## src/rtl/hazard_pkg.sv

```systemverilog
// Shared types and constants for the pipeline hazard controller.
package hazard_pkg;

  // Execute-stage operand source select
  typedef enum logic [1:0] {
    FWD_RF  = 2'b00,
    FWD_WB  = 2'b01,
    FWD_MEM = 2'b10
  } fwd_sel_t;

  // Controller state: normal flow, waiting on data memory, frozen by watchdog
  typedef enum logic [1:0] {
    RUN,
    MEM_WAIT,
    TIMEOUT
  } hz_state_t;

  // ResultSrc encoding that marks a load
  localparam logic [1:0] RES_LOAD = 2'b01;

  // Pipeline register controls produced each cycle
  typedef struct packed {
    logic stall_f;
    logic stall_d;
    logic stall_e;
    logic stall_m;
    logic flush_d;
    logic flush_e;
    logic flush_w;
  } hz_ctl_t;

  // Forward from the youngest in-flight writer; x0 is hard-wired zero and never forwarded
  function automatic fwd_sel_t fwd_select(
    input logic [4:0] rs,
    input logic       wr_m,
    input logic [4:0] rd_m,
    input logic       wr_w,
    input logic [4:0] rd_w
  );
    fwd_sel_t sel;
    sel = FWD_RF;
    if (wr_m && (rd_m != 5'd0) && (rd_m == rs)) begin
      sel = FWD_MEM;
    end else if (wr_w && (rd_w != 5'd0) && (rd_w == rs)) begin
      sel = FWD_WB;
    end
    return sel;
  endfunction

endpackage

```

## src/rtl/hazard_ctrl_if.sv

```systemverilog
// Datapath <-> hazard controller signal bundle.
interface hazard_ctrl_if #(
  parameter int unsigned CNT_W = 64
);
  // Register indices and stage status from the datapath
  logic [4:0]       Rs1_D;
  logic [4:0]       Rs2_D;
  logic [4:0]       Rs1_E;
  logic [4:0]       Rs2_E;
  logic [4:0]       Rd_E;
  logic [4:0]       Rd_M;
  logic [4:0]       Rd_W;
  logic [1:0]       ResultSrc_E;
  logic             RegWrite_E;
  logic             RegWrite_M;
  logic             RegWrite_W;
  logic             PCSrc_E;
  logic             MemReq_M;
  logic             MemReady_M;

  // Pipeline register and forwarding controls
  logic             StallF;
  logic             StallD;
  logic             StallE;
  logic             StallM;
  logic             FlushD;
  logic             FlushE;
  logic             FlushW;
  logic [1:0]       ForwardA_E;
  logic [1:0]       ForwardB_E;

  // Watchdog status and performance counters
  logic             MemTimeout;
  logic [CNT_W-1:0] CycleCnt;
  logic [CNT_W-1:0] StallCnt;
  logic [CNT_W-1:0] FlushCnt;
  logic [CNT_W-1:0] MemWaitCnt;

  // Datapath side
  modport master (
    output Rs1_D, Rs2_D, Rs1_E, Rs2_E, Rd_E, Rd_M, Rd_W, ResultSrc_E,
    output RegWrite_E, RegWrite_M, RegWrite_W, PCSrc_E, MemReq_M, MemReady_M,
    input  StallF, StallD, StallE, StallM, FlushD, FlushE, FlushW,
    input  ForwardA_E, ForwardB_E, MemTimeout,
    input  CycleCnt, StallCnt, FlushCnt, MemWaitCnt
  );

  // Hazard controller side
  modport slave (
    input  Rs1_D, Rs2_D, Rs1_E, Rs2_E, Rd_E, Rd_M, Rd_W, ResultSrc_E,
    input  RegWrite_E, RegWrite_M, RegWrite_W, PCSrc_E, MemReq_M, MemReady_M,
    output StallF, StallD, StallE, StallM, FlushD, FlushE, FlushW,
    output ForwardA_E, ForwardB_E, MemTimeout,
    output CycleCnt, StallCnt, FlushCnt, MemWaitCnt
  );

endinterface

```

## src/rtl/hazard_perf_ctr.sv

```systemverilog
// Free-running event counter, wraps modulo 2^CNT_W.
module hazard_perf_ctr #(
  parameter int unsigned CNT_W = 64
) (
  input  logic             clk,
  input  logic             rst,
  input  logic             en,
  output logic [CNT_W-1:0] cnt
);

  // Count enabled cycles; natural overflow gives the wrap
  always_ff @(posedge clk or posedge rst) begin
    if (rst) begin
      cnt <= '0;
    end else if (en) begin
      cnt <= cnt + CNT_W'(1);
    end
  end

endmodule

```

## src/rtl/hazard_ctrl.sv

```systemverilog
// Stall / flush / forwarding control for the 5-stage pipeline, with a data-memory
// wait watchdog and hazard performance counters.
module hazard_ctrl
  import hazard_pkg::*;
#(
  parameter int unsigned MEM_TIMEOUT = 256,
  parameter int unsigned CNT_W       = 64
) (
  input logic         clk,
  input logic         rst,
  hazard_ctrl_if.slave hz
);

  localparam int unsigned WAIT_W = $clog2(MEM_TIMEOUT) + 1;

  hz_state_t          state;
  logic [WAIT_W-1:0]  wait_cnt;
  logic               mem_timeout;

  logic               memwait;
  logic               loaduse;
  logic               pc_win;
  logic               cnt_active;
  hz_ctl_t            ctl;
  fwd_sel_t           fwd_a;
  fwd_sel_t           fwd_b;

  logic [CNT_W-1:0]   cycle_cnt;
  logic [CNT_W-1:0]   stall_cnt;
  logic [CNT_W-1:0]   flush_cnt;
  logic [CNT_W-1:0]   memwait_cnt;

  // Hazard detection from the current stage contents
  always_comb begin
    memwait = hz.MemReq_M && !hz.MemReady_M;
    loaduse = (hz.ResultSrc_E == RES_LOAD) && hz.RegWrite_E && (hz.Rd_E != 5'd0) &&
              ((hz.Rd_E == hz.Rs1_D) || (hz.Rd_E == hz.Rs2_D));
    // A redirect only takes effect when the memory stage is not holding Execute
    pc_win  = hz.PCSrc_E && !memwait && (state != TIMEOUT);
  end

  // Prioritised pipeline control: watchdog freeze, memory wait, redirect, load-use
  always_comb begin
    ctl = '0;
    if (state == TIMEOUT) begin
      ctl.stall_f = 1'b1;
      ctl.stall_d = 1'b1;
      ctl.stall_e = 1'b1;
      ctl.stall_m = 1'b1;
    end else if (memwait) begin
      // Freeze everything up to Memory and drain a bubble into Writeback;
      // a pending redirect or load-use stays visible and is handled after the wait.
      ctl.stall_f = 1'b1;
      ctl.stall_d = 1'b1;
      ctl.stall_e = 1'b1;
      ctl.stall_m = 1'b1;
      ctl.flush_w = 1'b1;
    end else if (hz.PCSrc_E) begin
      // The load-use consumer is on the wrong path, so squashing covers it
      ctl.flush_d = 1'b1;
      ctl.flush_e = 1'b1;
    end else if (loaduse) begin
      ctl.stall_f = 1'b1;
      ctl.stall_d = 1'b1;
      ctl.flush_e = 1'b1;
    end
  end

  // Operand forwarding selects for Execute
  always_comb begin
    fwd_a = fwd_select(hz.Rs1_E, hz.RegWrite_M, hz.Rd_M, hz.RegWrite_W, hz.Rd_W);
    fwd_b = fwd_select(hz.Rs2_E, hz.RegWrite_M, hz.Rd_M, hz.RegWrite_W, hz.Rd_W);
  end

  // Memory-wait watchdog FSM with registered timeout flag
  always_ff @(posedge clk or posedge rst) begin
    if (rst) begin
      state       <= RUN;
      wait_cnt    <= '0;
      mem_timeout <= 1'b0;
    end else begin
      case (state)
        RUN: begin
          wait_cnt <= '0;
          if (memwait) begin
            state <= MEM_WAIT;
          end
        end
        MEM_WAIT: begin
          if (!memwait) begin
            state    <= RUN;
            wait_cnt <= wait_cnt + WAIT_W'(1);
          end else if (wait_cnt == WAIT_W'(MEM_TIMEOUT - 1)) begin
            // Flag rises together with the state change, not a cycle later
            state       <= TIMEOUT;
            mem_timeout <= 1'b1;
          end else begin
            wait_cnt <= wait_cnt + WAIT_W'(1);
          end
        end
        TIMEOUT: begin
          mem_timeout <= 1'b1;
        end
        default: begin
          state    <= RUN;
          wait_cnt <= '0;
        end
      endcase
    end
  end

  // Counters freeze once the watchdog has tripped
  assign cnt_active = (state != TIMEOUT);

  hazard_perf_ctr #(
    .CNT_W(CNT_W)
  ) u_cycle_ctr (
    .clk(clk),
    .rst(rst),
    .en (cnt_active),
    .cnt(cycle_cnt)
  );

  hazard_perf_ctr #(
    .CNT_W(CNT_W)
  ) u_stall_ctr (
    .clk(clk),
    .rst(rst),
    .en (cnt_active && ctl.stall_f),
    .cnt(stall_cnt)
  );

  hazard_perf_ctr #(
    .CNT_W(CNT_W)
  ) u_flush_ctr (
    .clk(clk),
    .rst(rst),
    .en (pc_win),
    .cnt(flush_cnt)
  );

  hazard_perf_ctr #(
    .CNT_W(CNT_W)
  ) u_memwait_ctr (
    .clk(clk),
    .rst(rst),
    .en (cnt_active && memwait),
    .cnt(memwait_cnt)
  );

  assign hz.StallF     = ctl.stall_f;
  assign hz.StallD     = ctl.stall_d;
  assign hz.StallE     = ctl.stall_e;
  assign hz.StallM     = ctl.stall_m;
  assign hz.FlushD     = ctl.flush_d;
  assign hz.FlushE     = ctl.flush_e;
  assign hz.FlushW     = ctl.flush_w;
  assign hz.ForwardA_E = fwd_a;
  assign hz.ForwardB_E = fwd_b;
  assign hz.MemTimeout = mem_timeout;
  assign hz.CycleCnt   = cycle_cnt;
  assign hz.StallCnt   = stall_cnt;
  assign hz.FlushCnt   = flush_cnt;
  assign hz.MemWaitCnt = memwait_cnt;

endmodule

```

## src/flat_wrapper.sv

```systemverilog
// flat-port wrapper written by rule: the top's interface ports become plain ports
module hazard_ctrl_flat import hazard_pkg::*;
#(
  parameter int unsigned MEM_TIMEOUT = 256,
  parameter int unsigned CNT_W       = 64
)
  (clk, rst, hz_Rs1_D, hz_Rs2_D, hz_Rs1_E, hz_Rs2_E, hz_Rd_E, hz_Rd_M, hz_Rd_W, hz_ResultSrc_E, hz_RegWrite_E, hz_RegWrite_M, hz_RegWrite_W, hz_PCSrc_E, hz_MemReq_M, hz_MemReady_M, hz_StallF, hz_StallD, hz_StallE, hz_StallM, hz_FlushD, hz_FlushE, hz_FlushW, hz_ForwardA_E, hz_ForwardB_E, hz_MemTimeout, hz_CycleCnt, hz_StallCnt, hz_FlushCnt, hz_MemWaitCnt);
  hazard_ctrl_if #(.CNT_W(CNT_W)) hz_i ();
  input logic clk;
  input logic rst;
  input wire logic [$bits(hz_i.Rs1_D)-1:0] hz_Rs1_D;
  input wire logic [$bits(hz_i.Rs2_D)-1:0] hz_Rs2_D;
  input wire logic [$bits(hz_i.Rs1_E)-1:0] hz_Rs1_E;
  input wire logic [$bits(hz_i.Rs2_E)-1:0] hz_Rs2_E;
  input wire logic [$bits(hz_i.Rd_E)-1:0] hz_Rd_E;
  input wire logic [$bits(hz_i.Rd_M)-1:0] hz_Rd_M;
  input wire logic [$bits(hz_i.Rd_W)-1:0] hz_Rd_W;
  input wire logic [$bits(hz_i.ResultSrc_E)-1:0] hz_ResultSrc_E;
  input wire logic [$bits(hz_i.RegWrite_E)-1:0] hz_RegWrite_E;
  input wire logic [$bits(hz_i.RegWrite_M)-1:0] hz_RegWrite_M;
  input wire logic [$bits(hz_i.RegWrite_W)-1:0] hz_RegWrite_W;
  input wire logic [$bits(hz_i.PCSrc_E)-1:0] hz_PCSrc_E;
  input wire logic [$bits(hz_i.MemReq_M)-1:0] hz_MemReq_M;
  input wire logic [$bits(hz_i.MemReady_M)-1:0] hz_MemReady_M;
  output wire logic [$bits(hz_i.StallF)-1:0] hz_StallF;
  output wire logic [$bits(hz_i.StallD)-1:0] hz_StallD;
  output wire logic [$bits(hz_i.StallE)-1:0] hz_StallE;
  output wire logic [$bits(hz_i.StallM)-1:0] hz_StallM;
  output wire logic [$bits(hz_i.FlushD)-1:0] hz_FlushD;
  output wire logic [$bits(hz_i.FlushE)-1:0] hz_FlushE;
  output wire logic [$bits(hz_i.FlushW)-1:0] hz_FlushW;
  output wire logic [$bits(hz_i.ForwardA_E)-1:0] hz_ForwardA_E;
  output wire logic [$bits(hz_i.ForwardB_E)-1:0] hz_ForwardB_E;
  output wire logic [$bits(hz_i.MemTimeout)-1:0] hz_MemTimeout;
  output wire logic [$bits(hz_i.CycleCnt)-1:0] hz_CycleCnt;
  output wire logic [$bits(hz_i.StallCnt)-1:0] hz_StallCnt;
  output wire logic [$bits(hz_i.FlushCnt)-1:0] hz_FlushCnt;
  output wire logic [$bits(hz_i.MemWaitCnt)-1:0] hz_MemWaitCnt;
  assign hz_i.Rs1_D = hz_Rs1_D;
  assign hz_i.Rs2_D = hz_Rs2_D;
  assign hz_i.Rs1_E = hz_Rs1_E;
  assign hz_i.Rs2_E = hz_Rs2_E;
  assign hz_i.Rd_E = hz_Rd_E;
  assign hz_i.Rd_M = hz_Rd_M;
  assign hz_i.Rd_W = hz_Rd_W;
  assign hz_i.ResultSrc_E = hz_ResultSrc_E;
  assign hz_i.RegWrite_E = hz_RegWrite_E;
  assign hz_i.RegWrite_M = hz_RegWrite_M;
  assign hz_i.RegWrite_W = hz_RegWrite_W;
  assign hz_i.PCSrc_E = hz_PCSrc_E;
  assign hz_i.MemReq_M = hz_MemReq_M;
  assign hz_i.MemReady_M = hz_MemReady_M;
  assign hz_StallF = hz_i.StallF;
  assign hz_StallD = hz_i.StallD;
  assign hz_StallE = hz_i.StallE;
  assign hz_StallM = hz_i.StallM;
  assign hz_FlushD = hz_i.FlushD;
  assign hz_FlushE = hz_i.FlushE;
  assign hz_FlushW = hz_i.FlushW;
  assign hz_ForwardA_E = hz_i.ForwardA_E;
  assign hz_ForwardB_E = hz_i.ForwardB_E;
  assign hz_MemTimeout = hz_i.MemTimeout;
  assign hz_CycleCnt = hz_i.CycleCnt;
  assign hz_StallCnt = hz_i.StallCnt;
  assign hz_FlushCnt = hz_i.FlushCnt;
  assign hz_MemWaitCnt = hz_i.MemWaitCnt;
  hazard_ctrl #(.MEM_TIMEOUT(MEM_TIMEOUT), .CNT_W(CNT_W)) u_core (.clk(clk), .rst(rst), .hz(hz_i));
endmodule
```

## config.mk

```make
export PLATFORM = sky130hd
export DESIGN_NAME = hazard_ctrl_flat
export DESIGN_NICKNAME = d
export VERILOG_FILES = /design/src/rtl/hazard_pkg.sv /design/src/rtl/hazard_ctrl_if.sv /design/src/rtl/hazard_perf_ctr.sv /design/src/rtl/hazard_ctrl.sv /design/src/flat_wrapper.sv
export SDC_FILE = /design/constraint.sdc
export NUM_CORES = 1
export LEC_CHECK = 0
export ABC_CLOCK_PERIOD_IN_PS = 11140
export BUFFER_PORTS_ARGS = -buffer_cell sky130_fd_sc_hd__buf_4
export CAP_MARGIN = 20
export CORE_MARGIN = 4
export CORE_UTILIZATION = 38
export CTS_BUF_LIST = sky130_fd_sc_hd__clkbuf_16
export CTS_CLUSTER_SIZE = 20
export DETAILED_ROUTE_END_ITERATION = 10
export GPL_ROUTABILITY_DRIVEN = 1
export GPL_TIMING_DRIVEN = 0
export PLACE_DENSITY_LB_ADDON = 0.25
export RECOVER_POWER = 25
export SYNTH_ARGS = -nofsm -noshare
export SYNTH_HDL_FRONTEND = slang
export SYNTH_SLANG_ARGS = --single-unit
```

## constraint.sdc

```tcl
create_clock -name clk -period 11.14 [get_ports clk]
set_clock_uncertainty 0.05 [all_clocks]
set_input_delay 1.114 -clock clk [delete_from_list [all_inputs] [get_ports clk]]
set_output_delay 1.114 -clock clk [all_outputs]
set_load 0.02 [all_outputs]
```

-- Yosys cells after proc, flatten, opt, wreduce, memory -nomap -nowiden
Index checks and enable logic that the tools add are counted.
W data, S select, Z words.
- bits in registers: 268
- input bits: 45
- memory bits (read-only): 0
- output and inout port bits: 268
- memories: 0
- bits in writable memories: 0
- logic and storage cells: 79
- bits in latches: 0
- $lt $le $gt $ge: 0
- multipliers: 0
- div/mod/pow operators: 0
- reduce and logical (&&, ||, !) cells: 25
- equal/unequal tests: 16
- muxes and demuxes: 25
- shift-type cells: 0
- bitwise operators: 1
- $add $sub $neg: 5
- operators with widths (kind ; number):
    $add A64 B1 Y64 const B ; 4
    $eq A5 B5 Y1 ; 6
    $mux W2 ; 10
    $mux W9 ; 2
    $pmux W9 S2 ; 1
    $reduce_bool A5 Y1 ; 3
    $logic_and A1 B1 Y1 ; 14
    $add A9 B1 Y9 const B ; 1
    $eq A9 B8 Y1 const B ; 1
    $mux W1 ; 8
    $ne A2 B1 Y1 const B ; 3
    $ne A3 B3 Y1 const B ; 2
    $pmux W2 S3 ; 1
    $reduce_and A3 Y1 ; 2
    $eq A2 B1 Y1 const B ; 2
    $mux W4 ; 1
    $mux W3 ; 1
    $eq A2 B2 Y1 const B ; 1
    $logic_not A1 Y1 ; 2
    $logic_not A2 Y1 ; 1
    $ne A2 B2 Y1 const B ; 1
    $pmux W1 S2 ; 1
    $reduce_and A2 Y1 ; 1
    $reduce_bool A2 Y1 ; 1
    2 further kinds ; 2

-- Depth between registers and ports, before layout
- depth in word-level cells: 9
- depth in mapped cells: 10

-- Hierarchy
Synthesis repeated with hierarchy kept, for this count alone.
- cell total of the unflattened synthesis: 1219
- area, all modules: 13389.1 µm²
- by module, submodules not included (module ; instances ; cells an instance ; area an instance (µm²)):
    hazard_perf_ctr ; 4 ; 273 ; 3079.2
    hazard_ctrl ; 1 ; 127 ; 1072.3

-- Least setup slack after synthesis
No wires, ideal clock.
- path kind: input-to-output
- start point: in hz_Rd_M[0]
- end point: out hz_ForwardA_E[0]
- buffers on the path: 0
- cell stages on the path: 4
- slack: 7245 ps
- data required time: 9976 ps
- data arrival time: 2731 ps
- cells stage by stage: or4_1 -> o21ai_0 -> nor4_1 -> nor4_1
- longest elaborated chain between the ends: 4
- RTL lines (what ; line ; text):
    start, declared ; flat_wrapper.sv:16 ; input wire logic [$bits(hz_i.Rd_M)-1:0] hz_Rd_M;
    $reduce_bool A5 Y1 ; hazard_pkg.sv:42 ; if (wr_m && (rd_m != 5'd0) && (rd_m == rs)) begin
    $logic_and A1 B1 Y1 ; hazard_pkg.sv:42 ;
    $logic_and A1 B1 Y1 (*) ; hazard_pkg.sv:42 ;
    $mux W2 (*) ; hazard_pkg.sv:42 ;
    end, declared ; flat_wrapper.sv:32 ; output wire logic [$bits(hz_i.ForwardA_E)-1:0] hz_ForwardA_E;
Mark *: on every way between the ends. The rest lies on a longest branch, timed or not.

-- Worst setup path in the final report
- start point: reg u_core.state[0]
- end point: out hz_FlushW
- longest elaborated chain between the ends: 2
- RTL lines (what ; line ; text):
    start, declared ; hazard_ctrl.sv:16 ; hz_state_t state;
    start signal, assigned ; hazard_ctrl.sv:78 ; state <= RUN;
    start signal, assigned ; hazard_ctrl.sv:86 ; state <= MEM_WAIT;
    start signal, assigned ; hazard_ctrl.sv:91 ; state <= RUN;
    $eq A2 B2 Y1 ; hazard_ctrl.sv:45 ; if (state == TIMEOUT) begin
    $mux W3 ; hazard_ctrl.sv:45 ;
    end, declared ; flat_wrapper.sv:31 ; output wire logic [$bits(hz_i.FlushW)-1:0] hz_FlushW;
No other way between the ends.

==> flow_metrics.tcl <==
set metrics [dict create \
    status "complete, but fails checks" \
    violations "capacitance limit, slew limit" \
    layout-drive-gt1-share_pct 26.15 \
    holdWs_ps 414.5 \
    critPathBufInv 3 \
    start_util_pct 38.71 \
    setup_violations 0 \
    cts_made_buffers 29 \
    final_area_um2 16470 \
    ctsHoldBuffers 0 \
    pin_count 313 \
    worstMarginPinSlew_ps 1689 \
    antenna_left 0 \
    synthesis.area_um2 12630 \
    rr_startpoint "u_core.state[0]" \
    grt_pass1_wl_um 52260 \
    grt_max_degree 121 \
    area_delta_synth_final_pct 30.41 \
    rows 66 \
    dr_total_vias 9815 \
    synth_edf_count 0 \
    max_freq_mhz 255.7 \
    yosys_register_bits 268 \
    dr.first_iter.drc_count 418 \
    grt_pass1_vias 9830 \
    die_width_um 190.3 \
    ir_drop_uv 105.4 \
    period_share_pct 35.11 \
    slew_headroom_pct -13.22 \
    r2r_cells 8 \
    hold_viol_final 0 \
    cts.clk_slew.worst_paths_ps 60 \
    synth-async-reset-ratio_pct 100.0 \
    dieHeight_um 190.3 \
    yosysWarnings 0 \
    fin_util_pct 50.48 \
    reg2reg_slack_ps 8130 \
    antenna_found_initial 0 \
    routed_wl_um 32130 \
    place_inst 1912 \
    holdPathStages 1 \
    crit_chain "inv_1 > ha_1 > nor3b_1 > clkbuf_1 > buf_4" \
    yosysMostFrequentCell "dfrtp_1" \
    holdCritStartpoint "u_core.u_cycle_ctr.cnt[63]" \
    cp.required_ps 9980 \
    h-tree-depth 1 \
    end_kind "output port" \
    avgSynthCellArea_um2 10.92 \
    portBuffers 312 \
    root_buffer "clkbuf_16" \
    drc 0 \
    critical_path_arrival_ps 2750 \
    post_cts_buffers 0 \
    rr_endpoint "u_core.u_memwait_ctr.cnt[43]" \
    clk_latency_ps 540 \
    cp_slowest_stage_delay_ps 580 \
    final_cell_count_no_fill 1964 \
    cts_tree "done" \
    core-area_um2 32620 \
    cts-resized-gates 0 \
    antenna_cells 0 \
    synth_top_area_share_pct 53.11 \
    cts_max_path_buffers 3 \
    cap_violations 1 \
    via_per_inst 4.997 \
    slowest_stage "nor3b_1" \
    yosysSeqAreaShare_pct 53.11 \
    synth_area_leader_cell "dfrtp_1" \
    holdPathEnd "u_core.u_cycle_ctr.cnt[63]" \
    crit_family "buffers and inverters" \
    cp_max_fo 10 \
    wl_per_cell_um 16.36 \
    first_pass_iters 4 \
    rsz0062_at_grt "false" \
    place_hpwl_um 23700 \
    yosys-top-cells-area "dfrtp_1 (53%), xnor2_1 (15%), xor2_1 (5.1%)" \
    p_leak_nw 7.876 \
    nets 1555 \
    synth_flop_cell "dfrtp_1" \
    min_path_type "reg2reg" \
    synth.top_cells.by_count "dfrtp_1 (268), xnor2_1 (211), nand2_1 (120), nand3_1 (109), xor2_1 (74)" \
    startpoint_type "flop" \
    period_minus_slack_ps 3912 \
    grt_overflow 0 \
    slew_violations 34 \
    crit_type "reg2out" \
    grt_usage_pct 17.22 \
    gp_congestion 0.7920 \
    synth_nets 1210 \
    ys_types 52 \
    die_area_um2 36210 \
    place_area_um2 15580 \
    cts.sinks 268 \
    synthCells 1156 \
    pwr_density_cell_nw_per_um2 141.5 \
]
[metal layers]
metal / wire [µm] / GRT usage [%] / vias to the layer above
met4: 595 / 3.895 / 0
met3: 2501 / 4.870 / 41
met1: 14190 / 23.49 / 4789
met2: 14850 / 27.55 / 266
li1: - / - / 4719
met5: 0 / 0 / -
[worst max-delay path by stage]
| stage | slack (ps) | start | cells after the start | endpoint |
|---|---|---|---|---|
| floorplan | 2590 | rst | 1 | u_core.hz.MemTimeout |
| global placement | -720 | rst | 2 | u_core.u_flush_ctr.cnt[9] |
| detailed placement | 7280 | hz_MemReady_M | 4 | hz_FlushW |
| CTS | 7070 | u_core.state[0] | 5 | hz_FlushW |
| global route | 6980 | u_core.state[0] | 5 | hz_FlushW |
| finish | 7230 | u_core.state[0] | 5 | hz_FlushW |
[registers in the layout, summed over array words and instances (netlist names)]
register	flops
u_core.u_stall_ctr.cnt	64
u_core.state	2
u_core.wait_cnt	9
u_core.u_cycle_ctr.cnt	64
u_core.hz.MemTimeout	1
u_core.u_memwait_ctr.cnt	64
u_core.u_flush_ctr.cnt	64
[per-stage QoR]
step / setup WS [ps] / power [mW] / TNS, ps
2_1_floorplan: 2594 / 1.288 / 0
4_1_cts: 7073 / 2.365 / 0
3_3_place_gp: -719.0 / 1.435 / -184090
6_report: 7228 / 2.330 / 0
5_1_grt: 6982 / 2.444 / 0
3_5_place_dp: 7279 / 1.444 / 0
[worst register-to-register path, delay by kind of cell (launching register included)]
kind          cells  cell delay (ps)
buf+inv           1               90
fa+ha+maj         1              330
simple gates      5             1930
xor+xnor          1              140
flops             1              360
[report_power, final]
group / switching, mW / leakage (nW) / internal, mW
registers: 0.0660 / 3.68 / 1.02
logic: 0.191 / 3.75 / 0.140
clock network: 0.392 / 0.450 / 0.517
total: 0.649 / 7.88 / 1.68
[kinds of logic (layout without fill, tap and decap cells)]
logic type	after synthesis	after routing	share of synthesized area [%]
fa+ha+maj	9	9	0.8918
buf+inv	36	402	1.367
flops	268	268	53.11
xor+xnor	285	285	19.77
compound gates	27	27	1.665
mux	3	3	0.2675
simple gates	528	528	22.93
[layout by cell type, fill, tap and decap left out, drive strengths merged, types with 16 or more instances in the layout]
| cell | Yosys | routed |
|---|---|---|
| buf | 12 | 325 |
| dfrtp | 268 | 268 |
| xnor2 | 211 | 211 |
| nand2 | 120 | 120 |
| nand3 | 112 | 112 |
| xor2 | 74 | 74 |
| nand4 | 73 | 73 |
| nor2 | 59 | 59 |
| and3 | 55 | 55 |
| clkbuf | 7 | 37 |
| nor3 | 31 | 31 |
| and4 | 28 | 28 |
| inv | 17 | 22 |
| nor4 | 16 | 16 |
[layout make-up]
type                    count  area [µm²]
clock buffers              29       725.7
multi-input cells         852        5748
fillers                  3000       16150
well taps                 442       553.0
clock inverters            23       162.7
inverters                  17       65.06
flip-flops and latches    268        6706
plain buffers              19       108.9
repair buffers            314        2397
Note: power is estimated with default switching activity, not from simulation.
